$ cat src/rtl/mk_pkg.sv
// mk_pkg -- shared definitions for the MK element path (packer and the
// buff_MK decoder).
//   mk_state_e   : packer FSM states (FILL accepting lanes, HOLD word waiting)
//   mk_flag_t    : 2-bit word flag carried alongside each packed word
//   FLAG_*       : flag encodings
//   mk_word_flag : flag selection for the element that completes a word
package mk_pkg;

    typedef enum logic {
        ST_FILL = 1'b0,
        ST_HOLD = 1'b1
    } mk_state_e;

    typedef logic [1:0] mk_flag_t;

    localparam mk_flag_t FLAG_PLAIN = 2'b00;  // word ends cleanly
    localparam mk_flag_t FLAG_CONT  = 2'b01;  // VN spills into the next word
    localparam mk_flag_t FLAG_BLK   = 2'b10;  // parallel block ends here
    localparam mk_flag_t FLAG_ROW   = 2'b11;  // MK block row ends here

    // Row end implies block end, so it is tested first. Continuation only
    // matters when the word filled up naturally on its last lane.
    function automatic mk_flag_t mk_word_flag(input logic row_end,
                                              input logic blk_end,
                                              input logic last_lane,
                                              input logic vn_end);
        if (row_end)               return FLAG_ROW;
        if (blk_end)               return FLAG_BLK;
        if (last_lane && !vn_end)  return FLAG_CONT;
        return FLAG_PLAIN;
    endfunction

endpackage

$ cat src/rtl/mk_fifo_packer_if.sv
// mk_fifo_packer_if -- element input handshake plus packed-word FIFO write
// port of mk_fifo_packer.
//   master : element source / FIFO side (testbench, upstream logic)
//   slave  : the packer itself
// Element side : i_valid, o_ready, i_data, i_dest, i_vn, i_vn_end,
//                i_block_end, i_row_end, i_clear
// FIFO side    : i_fifo_MK_full, o_fifo_wr_en, o_fifo_MK_data_in,
//                o_fifo_dest_in, o_fifo_vn_in, o_fifo_flag_in
interface mk_fifo_packer_if #(
    parameter int NUM_PES   = 8,
    parameter int LOG2_PES  = 3,
    parameter int LOG2_PEGS = 3,
    parameter int DATA_TYPE = 8
);
    logic                           i_valid;
    logic                           o_ready;
    logic [DATA_TYPE-1:0]           i_data;
    logic [LOG2_PES-1:0]            i_dest;
    logic [LOG2_PEGS-1:0]           i_vn;
    logic                           i_vn_end;
    logic                           i_block_end;
    logic                           i_row_end;
    logic                           i_clear;
    logic                           i_fifo_MK_full;
    logic                           o_fifo_wr_en;
    logic [DATA_TYPE*NUM_PES-1:0]   o_fifo_MK_data_in;
    logic [LOG2_PES*NUM_PES-1:0]    o_fifo_dest_in;
    logic [LOG2_PEGS*NUM_PES-1:0]   o_fifo_vn_in;
    logic [1:0]                     o_fifo_flag_in;

    modport master (
        output i_valid, i_data, i_dest, i_vn, i_vn_end, i_block_end,
               i_row_end, i_clear, i_fifo_MK_full,
        input  o_ready, o_fifo_wr_en, o_fifo_MK_data_in, o_fifo_dest_in,
               o_fifo_vn_in, o_fifo_flag_in
    );

    modport slave (
        input  i_valid, i_data, i_dest, i_vn, i_vn_end, i_block_end,
               i_row_end, i_clear, i_fifo_MK_full,
        output o_ready, o_fifo_wr_en, o_fifo_MK_data_in, o_fifo_dest_in,
               o_fifo_vn_in, o_fifo_flag_in
    );
endinterface

$ cat src/rtl/mk_lane_regs.sv
// mk_lane_regs -- per-lane register file of the packed MK word.
//   clk, rst  : clock, async active-high reset (all lanes to zero)
//   clr       : zero every lane
//   we        : write (wdata, wdest, wvn) into lane idx
//   pad       : with we, the written element closes the word; lanes above
//               idx get data=0, dest=lane index, vn=0
//   o_data/o_dest/o_vn : packed word, lane k at [k*W +: W]
module mk_lane_regs #(
    parameter int NUM_PES   = 8,
    parameter int LOG2_PES  = 3,
    parameter int LOG2_PEGS = 3,
    parameter int DATA_TYPE = 8
) (
    input  logic                          clk,
    input  logic                          rst,
    input  logic                          clr,
    input  logic                          we,
    input  logic                          pad,
    input  logic [LOG2_PES-1:0]           idx,
    input  logic [DATA_TYPE-1:0]          wdata,
    input  logic [LOG2_PES-1:0]           wdest,
    input  logic [LOG2_PEGS-1:0]          wvn,
    output logic [DATA_TYPE*NUM_PES-1:0]  o_data,
    output logic [LOG2_PES*NUM_PES-1:0]   o_dest,
    output logic [LOG2_PEGS*NUM_PES-1:0]  o_vn
);
    logic [NUM_PES-1:0][DATA_TYPE-1:0] data_q;
    logic [NUM_PES-1:0][LOG2_PES-1:0]  dest_q;
    logic [NUM_PES-1:0][LOG2_PEGS-1:0] vn_q;

    for (genvar k = 0; k < NUM_PES; k++) begin : g_lane
        localparam logic [LOG2_PES-1:0] LANE = LOG2_PES'(k);

        always_ff @(posedge clk or posedge rst) begin
            if (rst) begin
                data_q[k] <= '0;
                dest_q[k] <= '0;
                vn_q[k]   <= '0;
            end else if (clr) begin
                data_q[k] <= '0;
                dest_q[k] <= '0;
                vn_q[k]   <= '0;
            end else if (we && idx == LANE) begin
                data_q[k] <= wdata;
                dest_q[k] <= wdest;
                vn_q[k]   <= wvn;
            end else if (we && pad && LANE > idx) begin
                // Padding keeps dest pointing at its own multiplier so the
                // distribution network sees a harmless zero per lane.
                data_q[k] <= '0;
                dest_q[k] <= LANE;
                vn_q[k]   <= '0;
            end
        end
    end

    assign o_data = data_q;
    assign o_dest = dest_q;
    assign o_vn   = vn_q;
endmodule

$ cat src/rtl/mk_fifo_packer.sv
// mk_fifo_packer -- packs a stream of MK elements into NUM_PES-lane words and
// writes each word, with a 2-bit flag, into the downstream MK FIFO.
//   clk, rst : clock, async active-high reset
//   bus      : mk_fifo_packer_if.slave (element handshake + FIFO write port)
//   o_word_cnt, o_pad_cnt : (only with MK_PACKER_PERF_EN) saturating counts
//              of written words and padded lanes
// Optional feature macro: MK_PACKER_PERF_EN.
module mk_fifo_packer
    import mk_pkg::*;
#(
    parameter int NUM_PES   = 8,
    parameter int LOG2_PES  = 3,
    parameter int NUM_PEGS  = 8,
    parameter int LOG2_PEGS = 3,
    parameter int DATA_TYPE = 8
) (
    input  logic                clk,
    input  logic                rst,
    mk_fifo_packer_if.slave     bus
`ifdef MK_PACKER_PERF_EN
    ,
    output logic [31:0]         o_word_cnt,
    output logic [31:0]         o_pad_cnt
`endif
);
    if ((2 ** LOG2_PEGS) < NUM_PEGS) begin : g_bad_pegs
        $error("LOG2_PEGS too narrow for NUM_PEGS");
    end
    if ((2 ** LOG2_PES) < NUM_PES) begin : g_bad_pes
        $error("LOG2_PES too narrow for NUM_PES");
    end

    mk_state_e           state;
    logic [LOG2_PES-1:0] lane_cnt;
    mk_flag_t            flag_q;

    logic accept, take, clr, last_lane, flush, done;

    assign accept    = bus.i_valid && (state == ST_FILL);
    assign clr       = bus.i_clear && (state == ST_FILL);
    // A clear in the same cycle as an accept drops that element.
    assign take      = accept && !bus.i_clear;
    assign last_lane = (lane_cnt == LOG2_PES'(NUM_PES - 1));
    assign flush     = bus.i_block_end || bus.i_row_end;
    assign done      = take && (last_lane || flush);

    assign bus.o_ready      = (state == ST_FILL);
    // Write fires on the first HOLD cycle the FIFO has room, which gives the
    // one-cycle latency after the completing element.
    assign bus.o_fifo_wr_en = (state == ST_HOLD) && !bus.i_fifo_MK_full;
    assign bus.o_fifo_flag_in = flag_q;

    always_ff @(posedge clk or posedge rst) begin
        if (rst) begin
            state    <= ST_FILL;
            lane_cnt <= '0;
            flag_q   <= FLAG_PLAIN;
        end else begin
            case (state)
                ST_FILL: begin
                    if (clr) begin
                        lane_cnt <= '0;
                    end else if (take) begin
                        if (done) begin
                            state  <= ST_HOLD;
                            flag_q <= mk_word_flag(bus.i_row_end, bus.i_block_end,
                                                   last_lane, bus.i_vn_end);
                        end else begin
                            lane_cnt <= lane_cnt + 1'b1;
                        end
                    end
                end
                ST_HOLD: begin
                    if (!bus.i_fifo_MK_full) begin
                        state    <= ST_FILL;
                        lane_cnt <= '0;
                    end
                end
                default: begin
                    state    <= ST_FILL;
                    lane_cnt <= '0;
                end
            endcase
        end
    end

    mk_lane_regs #(
        .NUM_PES  (NUM_PES),
        .LOG2_PES (LOG2_PES),
        .LOG2_PEGS(LOG2_PEGS),
        .DATA_TYPE(DATA_TYPE)
    ) u_lanes (
        .clk   (clk),
        .rst   (rst),
        .clr   (clr),
        .we    (take),
        .pad   (flush),
        .idx   (lane_cnt),
        .wdata (bus.i_data),
        .wdest (bus.i_dest),
        .wvn   (bus.i_vn),
        .o_data(bus.o_fifo_MK_data_in),
        .o_dest(bus.o_fifo_dest_in),
        .o_vn  (bus.o_fifo_vn_in)
    );

`ifdef MK_PACKER_PERF_EN
    // Pad count is captured with the word and only credited when the word is
    // actually written, so a reset during HOLD leaves the counters honest.
    logic [31:0] pad_q;
    logic [32:0] pad_sum;

    assign pad_sum = {1'b0, o_pad_cnt} + {1'b0, pad_q};

    always_ff @(posedge clk or posedge rst) begin
        if (rst) begin
            pad_q      <= '0;
            o_word_cnt <= '0;
            o_pad_cnt  <= '0;
        end else begin
            if (done) begin
                pad_q <= flush ? (32'(NUM_PES - 1) - 32'(lane_cnt)) : 32'd0;
            end
            if (bus.o_fifo_wr_en) begin
                if (o_word_cnt != '1) o_word_cnt <= o_word_cnt + 32'd1;
                o_pad_cnt <= pad_sum[32] ? '1 : pad_sum[31:0];
            end
        end
    end
`endif
endmodule

$ cat src/flat_wrapper.sv
// flat-port wrapper written by rule: the top's interface ports become plain ports
module mk_fifo_packer_flat import mk_pkg::*;
#(
    parameter int NUM_PES   = 8,
    parameter int LOG2_PES  = 3,
    parameter int NUM_PEGS  = 8,
    parameter int LOG2_PEGS = 3,
    parameter int DATA_TYPE = 8
)
  (clk, rst, bus_i_valid, bus_i_data, bus_i_dest, bus_i_vn, bus_i_vn_end, bus_i_block_end, bus_i_row_end, bus_i_clear, bus_i_fifo_MK_full, bus_o_ready, bus_o_fifo_wr_en, bus_o_fifo_MK_data_in, bus_o_fifo_dest_in, bus_o_fifo_vn_in, bus_o_fifo_flag_in);
  mk_fifo_packer_if #(.NUM_PES(NUM_PES), .LOG2_PES(LOG2_PES), .LOG2_PEGS(LOG2_PEGS), .DATA_TYPE(DATA_TYPE)) bus_i ();
  input  logic clk;
  input  logic rst;
  input wire logic [$bits(bus_i.i_valid)-1:0] bus_i_valid;
  input wire logic [$bits(bus_i.i_data)-1:0] bus_i_data;
  input wire logic [$bits(bus_i.i_dest)-1:0] bus_i_dest;
  input wire logic [$bits(bus_i.i_vn)-1:0] bus_i_vn;
  input wire logic [$bits(bus_i.i_vn_end)-1:0] bus_i_vn_end;
  input wire logic [$bits(bus_i.i_block_end)-1:0] bus_i_block_end;
  input wire logic [$bits(bus_i.i_row_end)-1:0] bus_i_row_end;
  input wire logic [$bits(bus_i.i_clear)-1:0] bus_i_clear;
  input wire logic [$bits(bus_i.i_fifo_MK_full)-1:0] bus_i_fifo_MK_full;
  output wire logic [$bits(bus_i.o_ready)-1:0] bus_o_ready;
  output wire logic [$bits(bus_i.o_fifo_wr_en)-1:0] bus_o_fifo_wr_en;
  output wire logic [$bits(bus_i.o_fifo_MK_data_in)-1:0] bus_o_fifo_MK_data_in;
  output wire logic [$bits(bus_i.o_fifo_dest_in)-1:0] bus_o_fifo_dest_in;
  output wire logic [$bits(bus_i.o_fifo_vn_in)-1:0] bus_o_fifo_vn_in;
  output wire logic [$bits(bus_i.o_fifo_flag_in)-1:0] bus_o_fifo_flag_in;
  assign bus_i.i_valid = bus_i_valid;
  assign bus_i.i_data = bus_i_data;
  assign bus_i.i_dest = bus_i_dest;
  assign bus_i.i_vn = bus_i_vn;
  assign bus_i.i_vn_end = bus_i_vn_end;
  assign bus_i.i_block_end = bus_i_block_end;
  assign bus_i.i_row_end = bus_i_row_end;
  assign bus_i.i_clear = bus_i_clear;
  assign bus_i.i_fifo_MK_full = bus_i_fifo_MK_full;
  assign bus_o_ready = bus_i.o_ready;
  assign bus_o_fifo_wr_en = bus_i.o_fifo_wr_en;
  assign bus_o_fifo_MK_data_in = bus_i.o_fifo_MK_data_in;
  assign bus_o_fifo_dest_in = bus_i.o_fifo_dest_in;
  assign bus_o_fifo_vn_in = bus_i.o_fifo_vn_in;
  assign bus_o_fifo_flag_in = bus_i.o_fifo_flag_in;
  mk_fifo_packer #(.NUM_PES(NUM_PES), .LOG2_PES(LOG2_PES), .NUM_PEGS(NUM_PEGS), .LOG2_PEGS(LOG2_PEGS), .DATA_TYPE(DATA_TYPE)) u_core (.clk(clk), .rst(rst), .bus(bus_i));
endmodule
$ cat config.mk
export PLATFORM = sky130hd
export DESIGN_NAME = mk_fifo_packer_flat
export DESIGN_NICKNAME = d
export VERILOG_FILES = /design/src/rtl/mk_pkg.sv /design/src/rtl/mk_fifo_packer_if.sv /design/src/rtl/mk_lane_regs.sv /design/src/rtl/mk_fifo_packer.sv /design/src/flat_wrapper.sv
export SDC_FILE = /design/constraint.sdc
export NUM_CORES = 1
export LEC_CHECK = 0
export CAP_MARGIN = 5
export CORE_MARGIN = 4
export CORE_UTILIZATION = 40
export CTS_BUF_LIST = sky130_fd_sc_hd__clkbuf_8
export CTS_CLUSTER_DIAMETER = 50
export DETAILED_ROUTE_END_ITERATION = 10
export GPL_TIMING_DRIVEN = 0
export PLACE_DENSITY = 0.7
export SETUP_SLACK_MARGIN = 0.1
export SKIP_CTS_REPAIR_TIMING = 1
export SLEW_MARGIN = 20
export SYNTH_ARGS = -nofsm -noshare
export SYNTH_HDL_FRONTEND = slang
export SYNTH_SLANG_ARGS = --single-unit
export TNS_END_PERCENT = 30
$ cat constraint.sdc
create_clock -name clk -period 5.4 [get_ports clk]
set_input_delay 0.54 -clock clk [delete_from_list [all_inputs] [get_ports clk]]
set_output_delay 0.54 -clock clk [all_outputs]
set_load 0.01 [all_outputs]
==> results_dict.tcl <==
set metrics [dict create \
    post-synth-top-area-fraction 0.585 \
    drive_above_1_share 0.116 \
    avgSynthCellArea_um2 12.3 \
    setup_repair_after_global_routing_missed_its_margin "no" \
    synth-main-ff-cell "sky130_fd_sc_hd__dfrtp_1" \
    hold-path-endpoint "u_core.u_lanes.o_data[57]$_DFFE_PP0P_" \
    initial_utilization 0.415 \
    dp_hpwl_mm 11.4 \
    worst_reg2reg_setup_slack_ns 3.16 \
    worst_slew_pin_slew_ns 0.639 \
    count_of_tritonroute_iterations_in_the_first_routing_pass 5 \
    first_iter_violations 548 \
    design.core.area_mm2 0.0122 \
    port-buffer-count 136 \
    synth.most_common_cell "sky130_fd_sc_hd__dfrtp_1" \
    setup-tns-final_ns 0 \
    run_status "complete, no violations" \
    cp-end-kind "primary output" \
    power_per_cell_area_mw_per_mm2 281 \
    cts-root-to-sink-buffers 2 \
    synth_top_area_cell "sky130_fd_sc_hd__dfrtp_1" \
    antenna_found_initial 0 \
    final_antenna_net_count 0 \
    number_of_standard_cells_after_synthesis 409 \
    critical_path.slowest_cell "sky130_fd_sc_hd__clkdlybuf4s50_1" \
    maxSlewViolCount 0 \
    ffs_w_async_s_r_synth 1.00 \
    worstHoldStart "u_core.u_lanes.o_data[57]$_DFFE_PP0P_" \
    pre_cts_ws_ns 2.82 \
    drc 0 \
    fp.dieArea_mm2 0.0145 \
    route.vias.total 4272 \
    clock_sinks 118 \
    floorplan.die.height_um 120 \
    worst_ir_drop_vdd_v 0.000168 \
    insertion_delay_ns 0.42 \
    avgViaCountPerCell 5.73 \
    grt_pass1_wl_mm 24.7 \
    grt_max_degree 70 \
    rr_endpoint "u_core.u_lanes.o_vn[2]$_DFFE_PP0P_" \
    slew-limit-headroom 0.572 \
    pin_count 138 \
    routed_wl_mm 15.7 \
    worst_hold_path.num_cells 1 \
    netlist_top_cells_area "sky130_fd_sc_hd__dfrtp_1, sky130_fd_sc_hd__a32o_1, sky130_fd_sc_hd__o32ai_1, sky130_fd_sc_hd__inv_1, sky130_fd_sc_hd__o2bb2ai_1" \
    synth_compound_area_frac 0.238 \
    setup_viol 0 \
    timing.final.crit_period_ns 2.28 \
    fin_skew_ns 0.0105 \
    number_of_flops_mapped_to_enable_cells_by_yosys 0 \
    max_freq_mhz 439 \
    post_synth_fa_ha_maj_area_fraction 0.00991 \
    critical-path-max-stage-delay_ns 0.57 \
    netlist_area_pre_place_mm2 0.00505 \
    finish.utilization 0.578 \
    regToRegStartpoint "u_core.lane_cnt[1]$_DFFE_PP0P_" \
    setup_crit_path_kind "register to primary output" \
    numCtsBuffers 17 \
    first_global_vias 4404 \
    worst_path_required_ns 4.86 \
    sequential_element_share_of_the_synthesized_area 0.585 \
    overflow 0 \
    worst-endpoint-arrival_ns 1.74 \
    worstPathMaxFanout 8 \
    cap_viol_max_count 0 \
    synth.cells.most_frequent "sky130_fd_sc_hd__dfrtp_1, sky130_fd_sc_hd__a32o_1, sky130_fd_sc_hd__inv_1, sky130_fd_sc_hd__o32ai_1, sky130_fd_sc_hd__buf_2" \
    cts-htree-levels 4 \
    post_synth_mux_area_share 0.0139 \
    worstRegToRegCells 6 \
    tritoncts_clock_tree "built" \
    fin_crit_sh 0.422 \
    worstSetupStartpointType "register" \
    cp_cell_sequence "buf_4, inv_1, nor2_1, clkdlybuf4s50_1" \
    finalWeightedCongestion 0.899 \
    final_net_count 591 \
    die-width_um 120 \
    yosysWarningCount 0 \
    worst_hold_slack_ns 0.499 \
    synthSimpleGateAreaFrac 0.0870 \
    p_leak_nw 2.94 \
    mappedNetlistNets 435 \
    cts.clk_slew.worst_paths_ns 0.07 \
    post_drt_wl_per_cell_um 21.1 \
    root_buffer "sky130_fd_sc_hd__clkbuf_8" \
    synth_xor_area_frac 0.00173 \
    grt_usage 0.220 \
    fp-row-count 40 \
    number_of_flip_flops_and_latches_in_the_synthesized_netlist 118 \
    timing.final.hold_violations 0 \
    timing.hold.worst.class "register to register" \
    final_worst_setup_slack_ns 3.12 \
    dominant_combinational_cell_family_by_area_after_synthesis "compound AO/OA/AOI/OAI gates" \
    insertedDiodeCount 0 \
    area_delta_synth_final_pct 39.2 \
    post_synth_num_cell_types 44 \
]
-- kinds of logic after synthesis --
kind of cell / Yosys count
AO/OA/AOI/OAI: 137
flip-flops: 118
buffers and inverters: 72
AND/OR/NAND/NOR: 70
multiplexers: 7
adder cells (fa/ha/maj): 4
XOR/XNOR: 1
-- power by group --
group          total (mW)  switching, mW  internal, mW
sequential          0.933         0.0197         0.913
combinational       0.281          0.166         0.116
clock               0.763          0.365         0.398
-- metal layers --
layer	GRT usage	routed length, µm	vias up
met5	0	0	-
met1	0.300	6910	2167
met4	0.0644	252	0
met2	0.328	7030	194
met3	0.0837	1500	18
li1	-	-	1893
-- through the flow --
step	std cells	instance area, µm²	power, mW
floorplan	409	5050	1.09
global placement	713	6620	1.22
detailed placement	714	6650	1.23
CTS	745	7030	1.98
global route	745	7030	2.05
finish	745	7030	1.98
-- final cells by class --
class                   count  area [µm²]
plain buffers              38         201
inverters                  34         133
fillers                  1027        5130
clock inverters            11         101
clock buffers              20         275
well taps                 168         210
multi-input cells         219        1770
repair buffers            137        1390
flip-flops and latches    118        2950
-- worst max path at each step --
stage	startpoint	to	slack [ns]	depth (start not counted)
6_report	u_core.state$_DFF_PP0_	bus_o_fifo_wr_en	3.12	4
5_1_grt	u_core.state$_DFF_PP0_	bus_o_fifo_wr_en	3.04	4
4_1_cts	u_core.state$_DFF_PP0_	bus_o_fifo_wr_en	3.11	4
3_5_place_dp	bus_i_block_end	u_core.u_lanes.o_data[48]$_DFFE_PP0P_	2.82	6
3_3_place_gp	rst	u_core.u_lanes.o_vn[22]$_DFFE_PP0P_	0.15	2
2_1_floorplan	rst	u_core.bus.o_fifo_flag_in[0]$_DFFE_PP0P_	1.73	1
-- worst max-delay path, delay by kind of cell (launching register included) --
kind	cells	cell delay (ns)
buffers and inverters	3	0.85
DFF	1	0.32
and+or+nand+nor	1	0.15
-- cells in the final DEF (no fill, tap or decap), types with 3 or more instances in the layout --
cell	synthesis	routed
sky130_fd_sc_hd__ha_1	4	4
sky130_fd_sc_hd__buf_2	20	20
sky130_fd_sc_hd__o21ai_0	9	9
sky130_fd_sc_hd__dfrtp_1	118	118
sky130_fd_sc_hd__clkbuf_1	11	11
sky130_fd_sc_hd__o2bb2ai_1	12	12
sky130_fd_sc_hd__buf_4	5	5
sky130_fd_sc_hd__a31oi_1	7	7
sky130_fd_sc_hd__and2_1	14	14
sky130_fd_sc_hd__clkinv_2	0	3
sky130_fd_sc_hd__a21oi_1	11	11
sky130_fd_sc_hd__clkinvlp_4	0	4
sky130_fd_sc_hd__nand2_1	19	19
sky130_fd_sc_hd__nand3_1	6	6
sky130_fd_sc_hd__nor2_1	7	7
sky130_fd_sc_hd__nand4b_1	3	3
sky130_fd_sc_hd__mux2i_1	7	7
sky130_fd_sc_hd__clkbuf_8	0	20
sky130_fd_sc_hd__clkdlybuf4s50_1	0	136
sky130_fd_sc_hd__a32o_1	65	65
sky130_fd_sc_hd__o32ai_1	25	25
sky130_fd_sc_hd__inv_1	34	33
-- flip-flops by register name (all words and copies together) (netlist names) --
| name | count |
|---|---|
| u_core.u_lanes.o_dest | 24 |
| u_core.state | 1 |
| u_core.u_lanes.o_vn | 24 |
| u_core.u_lanes.o_data | 64 |
| u_core.bus.o_fifo_flag_in | 2 |
| u_core.lane_cnt | 3 |
Power figures use the tool's default switching activity.
